<file path="config.mk">
export PLATFORM = sky130hd
export DESIGN_NAME = alu_seq_ctrl
export DESIGN_NICKNAME = d
export VERILOG_FILES = /design/src/rtl/alu_seq_ctrl.sv
export SDC_FILE = /design/constraint.sdc
export NUM_CORES = 2
export LEC_CHECK = 0
export BUFFER_PORTS_ARGS = -buffer_cell sky130_fd_sc_hd__buf_2
export CAP_MARGIN = 20
export CELL_PAD_IN_SITES_DETAIL_PLACEMENT = 0
export CELL_PAD_IN_SITES_GLOBAL_PLACEMENT = 1
export CORE_ASPECT_RATIO = 0.5
export CORE_MARGIN = 4
export CORE_UTILIZATION = 54
export DETAILED_ROUTE_END_ITERATION = 7
export GPL_TIMING_DRIVEN = 0
export PLACE_DENSITY_LB_ADDON = 0.2
export SYNTH_ARGS = -nofsm -noshare
export SYNTH_HDL_FRONTEND = slang
export SYNTH_SLANG_ARGS = --single-unit
</file>
<file path="constraint.sdc">
create_clock -name clk -period 15.1 [get_ports clk]
set_clock_uncertainty 0.1 [all_clocks]
set_input_delay 2.265 -clock clk [delete_from_list [all_inputs] [get_ports clk]]
set_output_delay 2.265 -clock clk [all_outputs]
set_load 0.02 [all_outputs]
</file>
<file path="src/rtl/alu_seq_ctrl.sv">
// Sequencing controller around a 32-bit ALU op set with iterative DIV/MOD/POW.
// Define ALU_SEQ_POW_EN to build the square-and-multiply POW datapath.
module alu_seq_ctrl #(
  parameter int W = 32
) (
  input  logic         clk,
  input  logic         rst_n,
  input  logic         in_valid,
  output logic         in_ready,
  input  logic [2:0]   in_op,
  input  logic [W-1:0] in_a,
  input  logic [W-1:0] in_b,
  output logic         out_valid,
  input  logic         out_ready,
  output logic [W-1:0] out_y,
  output logic         out_err,
  output logic         busy
);

  localparam int CNT_W = $clog2(W);

  localparam logic [2:0] OP_ADD = 3'b000;
  localparam logic [2:0] OP_SUB = 3'b001;
  localparam logic [2:0] OP_MUL = 3'b010;
  localparam logic [2:0] OP_DIV = 3'b011;
  localparam logic [2:0] OP_MOD = 3'b100;
  localparam logic [2:0] OP_POW = 3'b101;
  localparam logic [2:0] OP_RS  = 3'b110;
  localparam logic [2:0] OP_LS  = 3'b111;

`ifdef ALU_SEQ_POW_EN
  localparam bit POW_EN = 1'b1;
`else
  localparam bit POW_EN = 1'b0;
`endif

  typedef enum logic [1:0] {IDLE, EXEC, ITER, DONE} state_t;

  state_t           state_q, state_d;
  logic [2:0]       op_q, op_d;
  logic [W-1:0]     a_q, a_d;
  logic [W-1:0]     b_q, b_d;
  logic [W-1:0]     acc_q, acc_d;
  logic [W-1:0]     y_q, y_d;
  logic             err_q, err_d;
  logic [CNT_W-1:0] cnt_q, cnt_d;

  logic [W-1:0]     mul_x, mul_y, prod;
  logic [W:0]       div_sh;
  logic [W-1:0]     div_diff;
  logic             div_ge;
`ifdef ALU_SEQ_POW_EN
  logic [W-1:0]     sq;
`endif

  // One shared multiplier: a*b for MUL, acc*base while iterating POW.
  // Divider: acc holds the partial remainder, a shifts out dividend bits and in quotient bits.
  always_comb begin
    mul_x    = (state_q == ITER) ? acc_q : a_q;
    mul_y    = (state_q == ITER) ? a_q : b_q;
    prod     = mul_x * mul_y;
    div_sh   = {acc_q, a_q[W-1]};
    div_ge   = (div_sh >= {1'b0, b_q});
    div_diff = div_sh[W-1:0] - b_q;
`ifdef ALU_SEQ_POW_EN
    sq       = a_q * a_q;
`endif
  end

  always_comb begin
    state_d = state_q;
    op_d    = op_q;
    a_d     = a_q;
    b_d     = b_q;
    acc_d   = acc_q;
    y_d     = y_q;
    err_d   = err_q;
    cnt_d   = cnt_q;
    unique case (state_q)
      IDLE: begin
        if (in_valid) begin
          op_d  = in_op;
          a_d   = in_a;
          b_d   = in_b;
          acc_d = (in_op == OP_POW) ? W'(1) : '0;
          cnt_d = CNT_W'(W - 1);
          if (in_op == OP_DIV || in_op == OP_MOD || (in_op == OP_POW && POW_EN))
            state_d = ITER;
          else
            state_d = EXEC;
        end
      end
      EXEC: begin
        state_d = DONE;
        err_d   = 1'b0;
        case (op_q)
          OP_ADD:  y_d = a_q + b_q;
          OP_SUB:  y_d = a_q - b_q;
          OP_MUL:  y_d = prod;
          OP_RS:   y_d = a_q >> 1;
          OP_LS:   y_d = a_q << 1;
          default: begin
            y_d   = '0;
            err_d = 1'b1;
          end
        endcase
      end
      ITER: begin
        if ((op_q == OP_DIV || op_q == OP_MOD) && b_q == '0) begin
          state_d = DONE;
          y_d     = (op_q == OP_DIV) ? '1 : a_q;
          err_d   = 1'b1;
          cnt_d   = '0;
        end else begin
          if (op_q == OP_POW) begin
`ifdef ALU_SEQ_POW_EN
            acc_d = b_q[0] ? prod : acc_q;
            a_d   = sq;
            b_d   = b_q >> 1;
`endif
          end else begin
            acc_d = div_ge ? div_diff : div_sh[W-1:0];
            a_d   = {a_q[W-2:0], div_ge};
          end
          cnt_d = cnt_q - CNT_W'(1);
          if (cnt_q == '0) begin
            state_d = DONE;
            cnt_d   = '0;
            err_d   = 1'b0;
            y_d     = (op_q == OP_DIV) ? a_d : acc_d;
          end
        end
      end
      DONE: begin
        if (out_ready) state_d = IDLE;
      end
      default: state_d = IDLE;
    endcase
  end

  always_ff @(posedge clk or negedge rst_n) begin
    if (!rst_n) begin
      state_q <= IDLE;
      op_q    <= '0;
      a_q     <= '0;
      b_q     <= '0;
      acc_q   <= '0;
      y_q     <= '0;
      err_q   <= 1'b0;
      cnt_q   <= '0;
    end else begin
      state_q <= state_d;
      op_q    <= op_d;
      a_q     <= a_d;
      b_q     <= b_d;
      acc_q   <= acc_d;
      y_q     <= y_d;
      err_q   <= err_d;
      cnt_q   <= cnt_d;
    end
  end

  assign in_ready  = (state_q == IDLE);
  assign out_valid = (state_q == DONE);
  assign busy      = (state_q != IDLE);
  assign out_y     = y_q;
  assign out_err   = err_q;

endmodule

</file>
==> summary.md <==
| Metric | Value |
|---|---|
| Status | `finished, violations left` |
| Violated checks | `DRC` |
| Commonest non-fill, non-tap cells in the layout | `nor2_1, inv_1, fa_1` |
| Antenna violations before repair | `12` |
| Multi-input gate area | `about 0.022 mm2` |
| F_max | `81.2 MHz` |
| Worst-path clk slew | `0.07 ns` |
| DRC | `11` |
| EDFF count, synth | `0` |
| Final setup viols | `0` |
| Die width | `331 um` |
| Post-CTS Resized | `0` |
| Most common cell after layout, fill and taps aside | `nor2_1` |
| Register area share after synthesis | `0.124` |
| Worst skew pair latency | `about 0.46 ns` |
| Layout Nets | `4191` |
| CTS sink count | `around 140` |
| Filler Cells Inserted | `4640` |
| Crit path max fanout | `10` |
| Worst min path class | `flip-flop to flip-flop` |
| Yosys top cell area share | `0.292` |
| Slew Limit Fails | `0` |
| Max-cap violation count | `0` |
| Mapped Area | `about 0.028 mm2` |
| Total wire length | `124000 um` |
| TNS Setup | `0 ns` |
| Port Buf Inserts | `approximately 110` |
| Fin util | `0.598` |
| Max-slew headroom | `0.113` |
| Post CTS Setup Buffer Count | `0` |
| Fin. Hold Viols | `0` |
| Most frequent cell on the critical path | `fa_1` |
| Period utilization | `0.816` |
| GPL Wtd Cong | `~1.1` |
| CP endpoint kind | `flip-flop` |
| Reg area | `approximately 0.0035 mm2` |
| Critical Path AT | `12.53 ns` |
| Ratio of cells with drive above 1 in the final layout | `0.0875` |
| Clock root cell | `clkbuf_16` |
| RSZ-0062 raised after global routing | `false` |
| Synth Area in Compound Gates | `0.147` |
| Yosys reg bits | `roughly 140` |
| Post-synthesis mux area share | `0.0585` |
| Post-Syn Nets | `between 4000 and 5000` |
| Post-Synth XOR/XNOR Area | `0.0498` |
| Critical path type | `flip-flop to flip-flop` |
| Cell taking the most area after synthesis | `fa_1` |
| Post-Synthesis Cells | `between 3000 and 4000` |
| Grt ovf | `0` |
| ANT nets after route | `0` |
| Pin count of the biggest net entering global routing | `92` |
| Synth Area in Simple Gates | `0.159` |
| Area growth, synth to finish | `8.09%` |
| Hpwl dp | `100000 um` |
| WP data required | `roughly 15 ns` |
| Critical path startpoint category | `flip-flop` |
| Routed len/inst | `between 20 and 30 um` |
| DR iter-0 viols | `between 3000 and 4000` |
| Boundary Pins | `about 110` |
| Adder-cell share of the synthesized area | `0.377` |
| Vias in the first global route | `roughly 27000` |
| Synth Warn # | `0` |
| Drt first pass iters | `8` |
| Ys async rst share | `1.00` |
| GRT Util Overall | `0.442` |
| Die area | `approximately 0.056 mm2` |
| Synth Area per Inst | `roughly 8.4 um2` |
| Die Height | `approximately 170 um` |
| H-tree depth | `4` |
| Clock buffer depth | `2` |
| CTS tree | `done` |
| Worst-Margin Slew | `about 1.3 ns` |
| Worst path slowest cell | `clkbuf_1` |
| Worst stage delay on the critical path | `between 0.9 and 1 ns` |
| FP Rows | `58` |
| TritonCTS Buffers | `17` |
| Yosys cell types | `84` |
| Largest family of logic cells by synthesized area | `adder cells` |
| CTS Hold Bufs | `0` |
| Synth Flop Type | `dfrtp_1` |
| Starting Density | `0.553` |
| Avg Vias per Cell | `around 6.5` |
| Post-layout min period | `between 10 and 15 ns` |
| Vias after detailed routing | `27400` |
| First-pass GRT wire length | `about 180000 um` |
| Area contributors post-synth | `fa_1, dfrtp_1, ha_1` |
| Placeable Area | `roughly 0.051 mm2` |
-- worst max-delay path, delay by kind of cell, from the launching register on --
family                     cells  cell delay (ns)
xor gates and xnor gates       1             0.61
and+or+nand+nor                3             0.89
AOI/OAI and AO/OA              7             2.10
muxes                          1             0.93
buffers and inverters         10             3.00
DFF                            1             0.40
adders and majority gates     10             4.13
-- area by class of cell --
type                    count  share of cell area
flip-flops and latches    139               0.114
repair buffers            133              0.0262
diodes                      3            0.000247
plain buffers             186              0.0253
inverters                 432              0.0533
clock buffers              19              0.0142
well taps                 690              0.0284
multi-input cells        2609               0.733
clock inverters            13             0.00526
-- metrics by stage --
step | hold slack, ns | area [um2] | cells | setup WS, ns
detailed placement | 0.373 | 29800 | 4183 | 3.43
floorplan | 0.371 | 28100 | 3366 | 6.43
global route | 0.424 | 30400 | 4221 | 2.67
global placement | 0.364 | 29500 | 4162 | 3.00
finish | 0.393 | 30400 | 4224 | 2.79
CTS | 0.388 | 30300 | 4215 | 3.39
-- final timing paths --
| path | end | cells past startpoint | slack [ns] | startpoint |
|---|---|---|---|---|
| hold reg to reg | out_y[13]$_DFFE_PN0P_ | 2 | 0.39 | out_y[13]$_DFFE_PN0P_ |
| min in group asynchronous | out_y[6]$_DFFE_PN0P_ | 1 | 1.65 | rst_n |
| max in group asynchronous | b_q[19]$_DFFE_PN0P_ | 2 | 12.37 | rst_n |
| setup / recovery | out_y[23]$_DFFE_PN0P_ | 32 | 2.79 | state_q[0]$_DFFE_PN0P_ |
| setup reg to reg | out_y[23]$_DFFE_PN0P_ | 32 | 2.79 | state_q[0]$_DFFE_PN0P_ |
| hold / removal | out_y[13]$_DFFE_PN0P_ | 2 | 0.39 | out_y[13]$_DFFE_PN0P_ |
-- flip-flops by register name (all words and copies together) (netlist names) --
name     cells
cnt_q        5
out_err      1
out_y       32
state_q      2
op_q         3
a_q         32
b_q         32
acc_q       32
-- kinds of logic after synthesis --
group,after synthesis
muxes,156
AOI/OAI and AO/OA,644
adders and majority gates,602
and+or+nand+nor,1047
xor gates and xnor gates,160
DFF,139
buffers and inverters,618
-- metal layers --
metal	wire length, um	up-vias	GRT usage	part of all wire
met4	5970	18	0.170	0.048
met3	19300	378	0.184	0.16
met1	49500	13700	0.612	0.40
li1	-	11400	-	-
met2	48800	1935	0.617	0.39
met5	134	-	0	0.0011
-- cell usage after synthesis, types with 6 or more instances --
master and n:
fa_1 410, and2_1 7, buf_1 13, and3_1 16, buf_2 16, or2_2 20
a31oi_1 42, ha_1 192, buf_4 8, o21a_1 21, a41oi_1 6, o21ai_0 141
o41ai_1 6, xor2_1 36, clkbuf_1 146, a21o_1 25, nor2_1 499, nor4_1 7
a211oi_1 16, mux2_2 68, or3_1 14, o21ai_1 14, o22ai_1 83, nor3_1 27
inv_1 432, nand2b_1 26, nand4_1 12, o221ai_1 6, nand3_1 29, nand2_1 344
xnor2_1 124, a22o_1 20, o211ai_1 26, a21oi_1 140, a22oi_1 11, o31ai_1 10
nor2b_1 11, dfrtp_1 139, mux2i_1 88, a221oi_1 14
Power is left out: the tool's default activity adds up to more than one toggle a clock period on the data nets, which glitch-free logic cannot reach.
